## src/rtl/window_result_reader.sv

```systemverilog
// rtl/window_result_reader.sv - drains window_analysis result FIFO into a valid/ready record stream
//
// Purpose:
//   Watches the window_analysis output FIFO state, issues single-cycle read strobes,
//   captures the record after a fixed read latency and presents its unpacked fields
//   on a valid/ready interface. Flags cycle-number gaps and sticky FIFO overflow, and
//   counts records accepted downstream.
//
// Ports:
//   clk              in   system clock, rising edge
//   rst_in           in   asynchronous reset, active high
//   enable_in        in   1 = start new reads; 0 = finish current record, then idle
//   clear_in         in   sync pulse: clear counter, overflow flag and gap history
//   fifo_state_in    in   [3] full, [2] empty, [1] almost full, [0] almost empty
//   read_data_in     in   FIFO record {cycle, zero_offset, max_amp, max_time}
//   read_enable_out  out  one-cycle FIFO read strobe
//   rec_valid_out    out  record fields valid
//   rec_ready_in     in   downstream accepts record
//   cycle_number_out out  record cycle number
//   zero_offset_out  out  signed mean value
//   max_amp_out      out  signed max amplitude
//   max_time_out     out  index of the max sample
//   gap_out          out  this record's cycle number differs from the expected one
//   overflow_out     out  sticky: FIFO full seen
//   rec_count_out    out  records accepted downstream, wraps
module window_result_reader #(
  parameter int FIFO_STATE_SIZE   = 4,
  parameter int SAMPLE_DATA_SIZE  = 4,
  parameter int WINDOW_POW_SIZE   = 5,
  parameter int CYCLE_NUMBER_SIZE = 5,
  parameter int READ_LATENCY      = 2,
  parameter int COUNT_SIZE        = 16,
  localparam int OFS_SIZE         = SAMPLE_DATA_SIZE + $clog2(WINDOW_POW_SIZE),
  localparam int TIME_SIZE        = WINDOW_POW_SIZE - 1,
  localparam int READ_DATA_SIZE   = CYCLE_NUMBER_SIZE + OFS_SIZE + SAMPLE_DATA_SIZE + TIME_SIZE
) (
  input  logic                         clk,
  input  logic                         rst_in,
  input  logic                         enable_in,
  input  logic                         clear_in,
  input  logic [FIFO_STATE_SIZE-1:0]   fifo_state_in,
  input  logic [READ_DATA_SIZE-1:0]    read_data_in,
  output logic                         read_enable_out,
  output logic                         rec_valid_out,
  input  logic                         rec_ready_in,
  output logic [CYCLE_NUMBER_SIZE-1:0] cycle_number_out,
  output logic [OFS_SIZE-1:0]          zero_offset_out,
  output logic [SAMPLE_DATA_SIZE-1:0]  max_amp_out,
  output logic [TIME_SIZE-1:0]         max_time_out,
  output logic                         gap_out,
  output logic                         overflow_out,
  output logic [COUNT_SIZE-1:0]        rec_count_out
);

  typedef enum logic [1:0] {
    ST_IDLE = 2'd0,
    ST_REQ  = 2'd1,
    ST_WAIT = 2'd2,
    ST_OUT  = 2'd3
  } state_t;

  localparam int              LAT_W    = (READ_LATENCY > 1) ? $clog2(READ_LATENCY) : 1;
  localparam logic [LAT_W-1:0] LAT_LAST = LAT_W'(READ_LATENCY - 1);

  state_t                       r_state;
  state_t                       w_next_state;
  logic [LAT_W-1:0]             r_wait_cnt;
  logic [READ_DATA_SIZE-1:0]    r_record;
  logic                         r_gap;
  logic                         r_overflow;
  logic                         r_have_prev;
  logic [CYCLE_NUMBER_SIZE-1:0] r_expected;
  logic [COUNT_SIZE-1:0]        r_rec_count;

  logic                         w_fifo_full;
  logic                         w_fifo_empty;
  logic                         w_wait_done;
  logic                         w_read_enable;
  logic                         w_rec_valid;
  logic                         w_handshake;
  logic                         w_hist_valid;
  logic [CYCLE_NUMBER_SIZE-1:0] w_cap_cycle;
  logic                         w_unused;

  assign w_fifo_full  = fifo_state_in[3];
  assign w_fifo_empty = fifo_state_in[2];
  // almost-full / almost-empty are not needed: one record in flight at most.
  assign w_unused     = ^fifo_state_in;

  assign w_cap_cycle  = read_data_in[READ_DATA_SIZE-1 -: CYCLE_NUMBER_SIZE];
  assign w_wait_done  = (r_state == ST_WAIT) && (r_wait_cnt == LAT_LAST);
  assign w_handshake  = w_rec_valid && rec_ready_in;
  // A clear in the capture cycle makes this record the first of a new history.
  assign w_hist_valid = r_have_prev && !clear_in;

  // State register
  always_ff @(posedge clk or posedge rst_in) begin
    if (rst_in) begin
      r_state <= ST_IDLE;
    end else begin
      r_state <= w_next_state;
    end
  end

  // Next-state logic. Returning to IDLE after every record gives the FIFO empty
  // flag one cycle to reflect the read before the next decision.
  always_comb begin
    w_next_state = r_state;
    case (r_state)
      ST_IDLE: if (enable_in && !w_fifo_empty) w_next_state = ST_REQ;
      ST_REQ:  w_next_state = ST_WAIT;
      ST_WAIT: if (w_wait_done) w_next_state = ST_OUT;
      ST_OUT:  if (rec_ready_in) w_next_state = ST_IDLE;
      default: w_next_state = ST_IDLE;
    endcase
  end

  // Output decode
  always_comb begin
    w_read_enable = 1'b0;
    w_rec_valid   = 1'b0;
    case (r_state)
      ST_REQ:  w_read_enable = 1'b1;
      ST_OUT:  w_rec_valid   = 1'b1;
      default: begin
        w_read_enable = 1'b0;
        w_rec_valid   = 1'b0;
      end
    endcase
  end

  // Read latency counter, restarted by every strobe
  always_ff @(posedge clk or posedge rst_in) begin
    if (rst_in) begin
      r_wait_cnt <= '0;
    end else if (r_state == ST_REQ) begin
      r_wait_cnt <= '0;
    end else if (r_state == ST_WAIT) begin
      r_wait_cnt <= r_wait_cnt + 1'b1;
    end
  end

  // Record capture and gap history
  always_ff @(posedge clk or posedge rst_in) begin
    if (rst_in) begin
      r_record    <= '0;
      r_gap       <= 1'b0;
      r_have_prev <= 1'b0;
      r_expected  <= '0;
    end else if (w_wait_done) begin
      r_record    <= read_data_in;
      r_gap       <= w_hist_valid && (w_cap_cycle != r_expected);
      r_expected  <= w_cap_cycle + 1'b1;
      r_have_prev <= 1'b1;
    end else if (clear_in) begin
      r_have_prev <= 1'b0;
    end
  end

  // Accepted-record counter: clear beats a simultaneous handshake
  always_ff @(posedge clk or posedge rst_in) begin
    if (rst_in) begin
      r_rec_count <= '0;
    end else if (clear_in) begin
      r_rec_count <= '0;
    end else if (w_handshake) begin
      r_rec_count <= r_rec_count + 1'b1;
    end
  end

  // Sticky overflow: a full flag beats a simultaneous clear
  always_ff @(posedge clk or posedge rst_in) begin
    if (rst_in) begin
      r_overflow <= 1'b0;
    end else if (w_fifo_full) begin
      r_overflow <= 1'b1;
    end else if (clear_in) begin
      r_overflow <= 1'b0;
    end
  end

  assign read_enable_out  = w_read_enable;
  assign rec_valid_out    = w_rec_valid;
  assign cycle_number_out = r_record[READ_DATA_SIZE-1 -: CYCLE_NUMBER_SIZE];
  assign zero_offset_out  = r_record[READ_DATA_SIZE-CYCLE_NUMBER_SIZE-1 -: OFS_SIZE];
  assign max_amp_out      = r_record[SAMPLE_DATA_SIZE+TIME_SIZE-1 -: SAMPLE_DATA_SIZE];
  assign max_time_out     = r_record[TIME_SIZE-1:0];
  assign gap_out          = r_gap;
  assign overflow_out     = r_overflow;
  assign rec_count_out    = r_rec_count;

endmodule

```

## config.mk

```make
export PLATFORM = sky130hd
export DESIGN_NAME = window_result_reader
export DESIGN_NICKNAME = d
export VERILOG_FILES = /design/src/rtl/window_result_reader.sv
export SDC_FILE = /design/constraint.sdc
export NUM_CORES = 1
export LEC_CHECK = 0
export CORE_ASPECT_RATIO = 1.2
export CORE_MARGIN = 1.5
export CORE_UTILIZATION = 47
export CTS_BUF_LIST = sky130_fd_sc_hd__clkbuf_8
export DETAILED_ROUTE_END_ITERATION = 16
export PLACE_DENSITY = 0.81
export SLEW_MARGIN = 30
export SYNTH_ARGS = -nofsm -noshare
export SYNTH_HDL_FRONTEND = slang
export SYNTH_SLANG_ARGS = --single-unit
```

## constraint.sdc

```tcl
create_clock -name clk -period 2.2 [get_ports clk]
set_input_delay 0.66 -clock clk [delete_from_list [all_inputs] [get_ports clk]]
set_output_delay 0.66 -clock clk [all_outputs]
set_load 0.005 [all_outputs]
```

Word-level counts from Yosys, hierarchy flattened

Cells that the tools add are included.

Word-level logic and storage cells: 44
Bits in read-only memories: 0
Bits of input ports: 29
RAM bits: 0
Output and inout bits: 40
Memories kept: 0
Latch bits: 0
Register bits after elaboration: 47

Multiplexer cells: 13
Shift operators: 0
Reductions and logical operators: 13
Divide/modulo/power cells: 0
Multiply operators: 0
Bitwise logic cells: 0
Equality and inequality tests: 7
$add $sub $neg: 3
$lt $le $gt $ge: 0

Operators with widths:

| cell                  | number |
|---|---|
| $mux 16               | 2 |
| $add 16x1->16 const B | 1 |
| $pmux 2 s4            | 1 |
| $reduce_bool 2->1     | 4 |
| $mux 1                | 7 |
| $mux 2                | 3 |
| $ne 2x2->1 const B    | 3 |
| $add 5x1->5 const B   | 1 |
| $logic_and 1x1->1     | 5 |
| $ne 5x5->1            | 1 |
| $eq 2x2->1 const B    | 2 |
| $reduce_and 3->1      | 1 |
| $eq 2x1->1 const B    | 1 |
| $logic_not 1->1       | 2 |
| $logic_not 2->1       | 1 |
| $add 1x1->1 const B   | 1 |

Longest topological paths before layout

Gate-level depths: netlist of run 1.

Depth after elaboration: 5
Depth in mapped cells: 6
Gate-level depth less buffers: 5

Least setup slack after synthesis of run 1

OpenSTA, ideal clock, no wires.

Kind: input to register
From: in rec_ready_in
To: reg r_rec_count[15], in the netlist rec_count_out[15]
Data arrival time: 1627 ps
Library setup time: 125 ps
Path slack: 448 ps
Data required time: 2075 ps
Path buffers: 1
Cell stages on the path: 5
Cell sequence: and4_1 buf_6 nand4_4 nor3_1 mux2_2

Cells in the longest elaborated chain, start to end: 2

Ends and longest elaborated chain:

| what                        | line | text |
|---|---|---|
| start: declaration          | 45   | `input logic rec_ready_in,` |
| $logic_and 1x1->1           | 92   | `assign w_handshake = w_rec_valid && rec_ready_in;` |
| $reduce_bool 2->1 (no line) | -    |  |
| end signal: assignment      | 167  | `r_rec_count <= r_rec_count + 1'b1;` |
| end: declaration            | 73   | `logic [COUNT_SIZE-1:0] r_rec_count;` |

No other way between the ends.
A chain may end at the register's enable or synchronous reset.

Worst setup path in the final report of run 1

From: reg r_state[1]
To: out rec_valid_out

Cells in the longest elaborated chain, start to end: 2

Ends and longest elaborated chain:

| what                     | line | text |
|---|---|---|
| start: declaration       | 65   | `state_t r_state;` |
| start signal: assignment | 101  | `r_state <= w_next_state;` |
| $eq 2x2->1               | 122  | `case (r_state)` |
| $mux 1                   | 122  |  |
| end: declaration         | 44   | `output logic rec_valid_out,` |

No other way between the ends.

==> flow_summary.yaml, run 1 <==
run_status:
  outcome: "complete, no violations"
critical_path:
  register_to_register_setup_slack_ps: 400
  capturing_element_of_the_worst_setup_path: "rec_valid_out"
  worst-path-buf-inv: 1
  timing.critical_path.slowest_stage_cell: "sky130_fd_sc_hd__clkdlybuf4s50_1"
  rr_startpoint: "r_state[1]$_DFFE_PP0P_"
  r2r_cells: 6
  worst_setup_path_start_kind: "flop"
  cp_data_arrival_time_ps: 1450
  timing.critical_path.max_delay_family: "buffers and inverters"
  critPathKind: "reg2out"
  critical_path.max_stage_delay_ps: 510
  path_length_in_cells_of_the_critical_path: 2
  worst-endpoint-required_ps: 1540
  cp_max_fo: 7
  timing.critical_path.to_type: "output pin"
  path_cells: "ha_2 -> clkdlybuf4s50_1"
  worstSetupStartpoint: "r_state[1]$_DFFE_PP0P_"
  timing.rr.end: "rec_count_out[10]$_DFFE_PP0P_"
clock_network:
  cts_buffers: 5
  cts_root_buf: "sky130_fd_sc_hd__clkbuf_8"
  path_clk_slew_ps: 70
  tritoncts_clock_tree: "yes"
  cts_hold_buffers: 0
  cts_num_sinks: 47
  maximum_buffer_depth_of_the_clock_tree: 2
  clock_insertion_delay_worst_skew_ps: 280
  cts_max_level: 2
sta:
  worst_slew_pin_slew_ps: 380
  finClkSkew_ps: 2.60
  timing.final.setup_violations: 0
  max_freq_mhz: 475
  timing.max_slew.rel_slack_pct: 74.7
  slew_violations: 0
  period_share_pct: 95.8
  grt_setup_unrepaired: "false"
  number_of_hold_violations_in_the_final_report: 0
  post-route-min-period_ps: 2110
power:
  p_leak_uw: 0.00128
  ir_worst_vdd_uv: 635
  power_density_normalized_to_cell_area_nw_per_um2: 983
detailed_routing:
  route.vias.total: 1563
  drc_errors: 0
  post_drt_via_cell_ratio: 5.04
  first_iter_violations: 43
  ant_nets: 0
  first_pass_iters: 4
  overall_routed_net_length_um: 3970
  wl_per_cell_um: 12.8
synth:
  synth_fp_nets: 216
  synth_sequential_area_ratio_pct: 55.5
  mappedNetlistArea_um2: 2120
  synth.yosys.warnings: 0
  post_synth.cell_area_avg_um2: 11.7
  yosys.cell_types.count: 30
  synthCells: 181
  yosys_register_bits: 47
global_route:
  grt_pass1_wl_um: 6820
  global_route.usage.total_pct: 17.4
  largest_net_degree_at_the_start_of_global_routing: 33
  grt_antenna_before_repair: 0
  vias_in_the_first_global_route: 1538
  global_route.overflow_total: 0
job:
  cap_viol_max_count: 0
finish:
  final_cells: 310
  antenna_cells: 0
  design.final.nets: 290
  area_growth_pct: 39.8
  layout-drive-gt1-share_pct: 16.5
  cell_area_after_layout_um2: 2960
  utilization_pct: 69.0
die:
  floorplan.core_area_um2: 4290
  floorplan.initialDensity_pct: 49.3
  num_rows: 26
  die_y_um: 76.5
  die-area_um2: 4920
  fp.dieW_um: 64.3
  top_level_ports: 69
place:
  detailed_place_hpwl_um: 2990
  placed_cells: 303
  detailed_place.area_um2: 2880
  gp_routability_congestion: 0.741
  number_of_buffer_cells_added_on_primary_ports: 66
min_path:
  hold_class: "reg2reg"
[metal layers]
layer / track usage (%) / vias up / share of wire [%] / wire length (um)
li1: - / 764 / - / -
met1: 21.5 / 753 / 44 / 1760
met2: 29.3 / 42 / 50 / 2000
met3: 2.66 / 4 / 3.7 / 147
met4: 8.51 / 0 / 1.5 / 61
met5: 0 / - / 0 / 0
[cells by family after synthesis]
| group | count (synthesis) | synth area share (%) |
|---|---|---|
| DFF | 47 | 55.5 |
| and+or+nand+nor | 53 | 13.6 |
| xor gates and xnor gates | 17 | 7.03 |
| muxes | 22 | 11.7 |
| AOI/OAI and AO/OA | 21 | 5.61 |
| buffers and inverters | 15 | 3.01 |
| adders and majority gates | 6 | 3.54 |
[sequential cells by signal, summed over array words and instances, names as in the netlist]
name	cells
r_record	20
rec_count_out	16
r_expected	5
r_state	2
gap_out	1
overflow_out	1
r_have_prev	1
r_wait_cnt	1
[layout by cell type (no fill, tap or decap)]
cell type	n
sky130_fd_sc_hd__mux2_2	22
sky130_fd_sc_hd__or3_1	5
sky130_fd_sc_hd__nand3_1	10
sky130_fd_sc_hd__nor2_1	10
sky130_fd_sc_hd__a21oi_1	6
sky130_fd_sc_hd__nand4_2	1
sky130_fd_sc_hd__xor2_1	12
sky130_fd_sc_hd__buf_4	6
sky130_fd_sc_hd__buf_12	1
sky130_fd_sc_hd__nor3_1	2
sky130_fd_sc_hd__o31ai_1	1
sky130_fd_sc_hd__and2b_2	1
sky130_fd_sc_hd__and2_1	1
sky130_fd_sc_hd__inv_1	8
sky130_fd_sc_hd__nor2b_1	1
sky130_fd_sc_hd__clkdlybuf4s50_1	66
sky130_fd_sc_hd__clkbuf_8	5
sky130_fd_sc_hd__o21ai_0	11
sky130_fd_sc_hd__nand4_1	3
sky130_fd_sc_hd__a221oi_1	1
sky130_fd_sc_hd__nand4_4	1
sky130_fd_sc_hd__nand2b_1	1
sky130_fd_sc_hd__ha_1	4
sky130_fd_sc_hd__ha_2	2
sky130_fd_sc_hd__dfrtp_1	47
sky130_fd_sc_hd__or2_2	1
sky130_fd_sc_hd__and4_1	2
sky130_fd_sc_hd__o32a_1	1
sky130_fd_sc_hd__a21o_1	1
sky130_fd_sc_hd__inv_2	2
sky130_fd_sc_hd__nand2_1	13
sky130_fd_sc_hd__and3_1	1
sky130_fd_sc_hd__xnor2_1	5
[stage by stage]
stage	setup WS [ps]	TNS (ps)	hold WS, ps	total power (uW)
2_1_floorplan	424	0	442	1870
5_1_grt	12.8	0	518	3140
3_5_place_dp	-100	-370	466	2480
6_report	93.2	0	479	2910
3_3_place_gp	-57.1	-221	459	2440
4_1_cts	33.0	0	483	2930
[synthesized netlist by cell type, drive strengths merged]
cell type  number  area, um2
a21o            1       7.51
a21oi           6       30.0
a221oi          1       8.76
and2            1       6.26
and2b           1       8.76
and3            1       6.26
and4            2       17.5
buf             3       18.8
clkbuf          3       11.3
dfrtp          47       1180
ha              6       75.1
inv             9       33.8
mux2           22        248
nand2          13       48.8
nand2b          1       6.26
nand3          10       50.1
nand4           5       52.6
nor2           10       37.5
nor2b           1       6.26
nor3            2       10.0
o21ai          11       55.1
o31ai           1       7.51
o32a            1       10.0
or2             1       6.26
or3             5       31.3
xnor2           5       43.8
xor2           12        105
[report_power, final]
part | switching [uW] | internal [uW]
clock | 244 | 207
combinational | 399 | 758
sequential | 150 | 1150
total | 793 | 2120
[final cells by class]
| cell class | count | area, um2 |
|---|---|---|
| clock buffer | 5 | 68.8 |
| fill | 347 | 1330 |
| clock inverter | 1 | 3.75 |
| tap | 56 | 70.1 |
| timing repair buffer | 73 | 726 |
| inverter | 9 | 33.8 |
| sequential | 47 | 1180 |
| multi-input combinational | 119 | 883 |
[timing repair]
action	4_1_cts	5_1_grt
setup endpoints to repair	0	2
resized for setup	0	3
buffers inserted	0	1
hold endpoints to repair	0	0
[how the worst min path moves through the flow]
stage,from,end,slack (ps),depth (start not counted)
finish,overflow_out$_DFFE_PP0P_,overflow_out$_DFFE_PP0P_,480,1
global route,r_record[1]$_DFFE_PP0P_,r_record[1]$_DFFE_PP0P_,520,1
CTS,overflow_out$_DFFE_PP0P_,overflow_out$_DFFE_PP0P_,480,1
detailed placement,overflow_out$_DFFE_PP0P_,overflow_out$_DFFE_PP0P_,470,1
global placement,overflow_out$_DFFE_PP0P_,overflow_out$_DFFE_PP0P_,460,1
floorplan,r_have_prev$_DFFE_PP0P_,r_have_prev$_DFFE_PP0P_,440,2
Power figures use the tool's default switching activity.
==> run 2, diff against run 1 <==
--- a/config.mk
+++ b/config.mk
@@ -7,10 +7,10 @@
 export LEC_CHECK = 0
 export CORE_ASPECT_RATIO = 1.2
 export CORE_MARGIN = 1.5
-export CORE_UTILIZATION = 47
+export CORE_UTILIZATION = 51
 export CTS_BUF_LIST = sky130_fd_sc_hd__clkbuf_8
 export DETAILED_ROUTE_END_ITERATION = 16
-export PLACE_DENSITY = 0.81
+export PLACE_DENSITY = 0.87
 export SLEW_MARGIN = 30
 export SYNTH_ARGS = -nofsm -noshare
 export SYNTH_HDL_FRONTEND = slang
==> constraint.sdc (replaced) <==
create_clock -name clk -period 2.54 [get_ports clk]
set_input_delay 0.762 -clock clk [delete_from_list [all_inputs] [get_ports clk]]
set_output_delay 0.762 -clock clk [all_outputs]
set_load 0.005 [all_outputs]
==> flow_summary.yaml, run 2 (same netlist as run 1, synthesis figures left out) <==
run_status:
  outcome: "complete, no violations"
detailed_routing:
  ant_nets: 0
  wl_per_cell_um: 13.7
  post_drt_via_cell_ratio: 5.08
  first_iter_violations: 64
  route.vias.total: 1556
  drc_errors: 0
  first_pass_iters: 4
  overall_routed_net_length_um: 4200
finish:
  multiInputGateArea_um2: 878
  ff_latch_area_um2: 1180
  design.final.nets: 288
  layout.filler_cells: 310
  largest_register_ffs: 20
  antenna_cells: 0
  most-common-layout-cells: "sky130_fd_sc_hd__clkdlybuf4s50_1 (66), sky130_fd_sc_hd__dfrtp_1 (47), sky130_fd_sc_hd__mux2_2 (22)"
  most_common_library_cell_in_the_layout_ignoring_fill_and_taps: "sky130_fd_sc_hd__clkdlybuf4s50_1"
  layout-drive-gt1-share_pct: 14.7
  max_flop_register: "r_record"
  area_growth_pct: 38.7
  final_cells: 306
critical_path:
  worst-path-buf-inv: 1
  timing.critical_path.max_delay_family: "buffers and inverters"
  critPathKind: "reg2out"
  critical_path.max_stage_delay_ps: 560
  cp_data_arrival_time_ps: 1570
  worst_setup_path_start_kind: "flop"
  cp_max_fo: 7
  path_cells: "ha_1 -> clkdlybuf4s50_1"
  timing.critical_path.slowest_stage_cell: "sky130_fd_sc_hd__clkdlybuf4s50_1"
  timing.critical_path.to_type: "output pin"
  worst-endpoint-required_ps: 1780
global_route:
  global_route.overflow_total: 0
  grt_pass1_wl_um: 6690
  largest_net_degree_at_the_start_of_global_routing: 30
  global_route.usage.total_pct: 20.3
  vias_in_the_first_global_route: 1571
  grt_antenna_before_repair: 0
sta:
  timing.max_slew.rel_slack_pct: 71.9
  slew_violations: 0
  grt_setup_unrepaired: "false"
  period_share_pct: 91.7
  timing.final.setup_violations: 0
  post-route-min-period_ps: 2330
  finClkSkew_ps: 1.25
  number_of_hold_violations_in_the_final_report: 0
  max_freq_mhz: 429
  setup-tns-final_ps: 0
  worst_slew_pin_slew_ps: 421
clock_network:
  cts_buffers: 5
  tritoncts_clock_tree: "yes"
  post_cts_repair_setup_buffers: 0
  path_clk_slew_ps: 70
  cts_hold_buffers: 0
  maximum_buffer_depth_of_the_clock_tree: 2
  cts_resized: 0
  cts_max_level: 2
  clock_insertion_delay_worst_skew_ps: 290
  cts_num_sinks: 47
  cts_root_buf: "sky130_fd_sc_hd__clkbuf_8"
die:
  fp.dieW_um: 61.8
  num_rows: 25
  floorplan.initialDensity_pct: 53.3
  floorplan.core_area_um2: 3970
  die_y_um: 73.6
  die-area_um2: 4550
  top_level_ports: 69
place:
  gp_routability_congestion: 0.776
  number_of_buffer_cells_added_on_primary_ports: 66
  placed_cells: 300
  detailed_place_hpwl_um: 3110
min_path:
  hold_class: "reg2reg"
power:
  power.share.switching_pct: 27.9
  p_leak_uw: 0.00127
  seqPwrFrac_pct: 44.9
  intPower_uw: 1820
  clock_power_share_pct: 15.7
  combPwrFrac_pct: 39.4
  ir_worst_vdd_uv: 571
  netSwitchingPower_uw: 708
  power_density_normalized_to_cell_area_nw_per_um2: 862
job:
  cap_viol_max_count: 0
## run 2: power by group through the flow
stage | sequential, uW | clock (uW) | combinational [uW]
2_1_floorplan | 1150 | 0 | 474
3_3_place_gp | 1130 | 0 | 984
3_5_place_dp | 1150 | 0 | 1010
4_1_cts | 1140 | 418 | 1020
5_1_grt | 1170 | 445 | 1100
6_report | 1140 | 398 | 998
## run 2: per-layer routing
metal | part of all wire, % | track usage [%] | up-vias
met1 | 40 | 23.0 | 754
li1 | - | - | 758
met5 | 0 | 0 | -
met3 | 4.1 | 5.11 | 6
met2 | 54 | 35.2 | 38
met4 | 1.9 | 8.51 | 0
## run 2: through the flow
step | cell area [um2] | hold WS, ps | total power, uW | util [%] | setup WS, ps
4_1_cts | 2940 | 489 | 2570 | 74.0 | 212
6_report | 2940 | 480 | 2530 | 74.0 | 212
5_1_grt | 2940 | 509 | 2720 | 74.0 | 128
3_3_place_gp | 2870 | 460 | 2120 | 72.2 | 131
3_5_place_dp | 2870 | 471 | 2160 | 72.2 | 129
2_1_floorplan | 2120 | 442 | 1620 | - | 662
## run 2: layout make-up
type / count / area share (%)
clock buffers: 5 / 2.34
clock inverters: 1 / 0.128
inverters: 9 / 1.15
multi-input cells: 119 / 29.9
flip-flops and latches: 47 / 40.0
well taps: 54 / 2.30
repair buffers: 71 / 24.2
## run 2: worst paths after layout
kind                                          from                            end  slack (ps)  cells after the start
setup / recovery            r_state[0]$_DFFE_PP0P_                  rec_valid_out         210                      2
hold / removal             r_have_prev$_DFFE_PP0P_        r_have_prev$_DFFE_PP0P_         480                      2
setup reg to reg            r_state[0]$_DFFE_PP0P_  rec_count_out[15]$_DFFE_PP0P_         670                      5
hold reg to reg            r_have_prev$_DFFE_PP0P_        r_have_prev$_DFFE_PP0P_         480                      2
max in group asynchronous                   rst_in       r_record[16]$_DFFE_PP0P_        1260                      3
min in group asynchronous                   rst_in  rec_count_out[15]$_DFFE_PP0P_         790                      2
## run 2: worst register-to-register path: stages, from the launching register on
cell	delay, ps
sky130_fd_sc_hd__dfrtp_1	420
sky130_fd_sc_hd__ha_1	300
sky130_fd_sc_hd__and4_1	330
sky130_fd_sc_hd__nand4_4	160
sky130_fd_sc_hd__nor3_1	210
sky130_fd_sc_hd__mux2_2	350
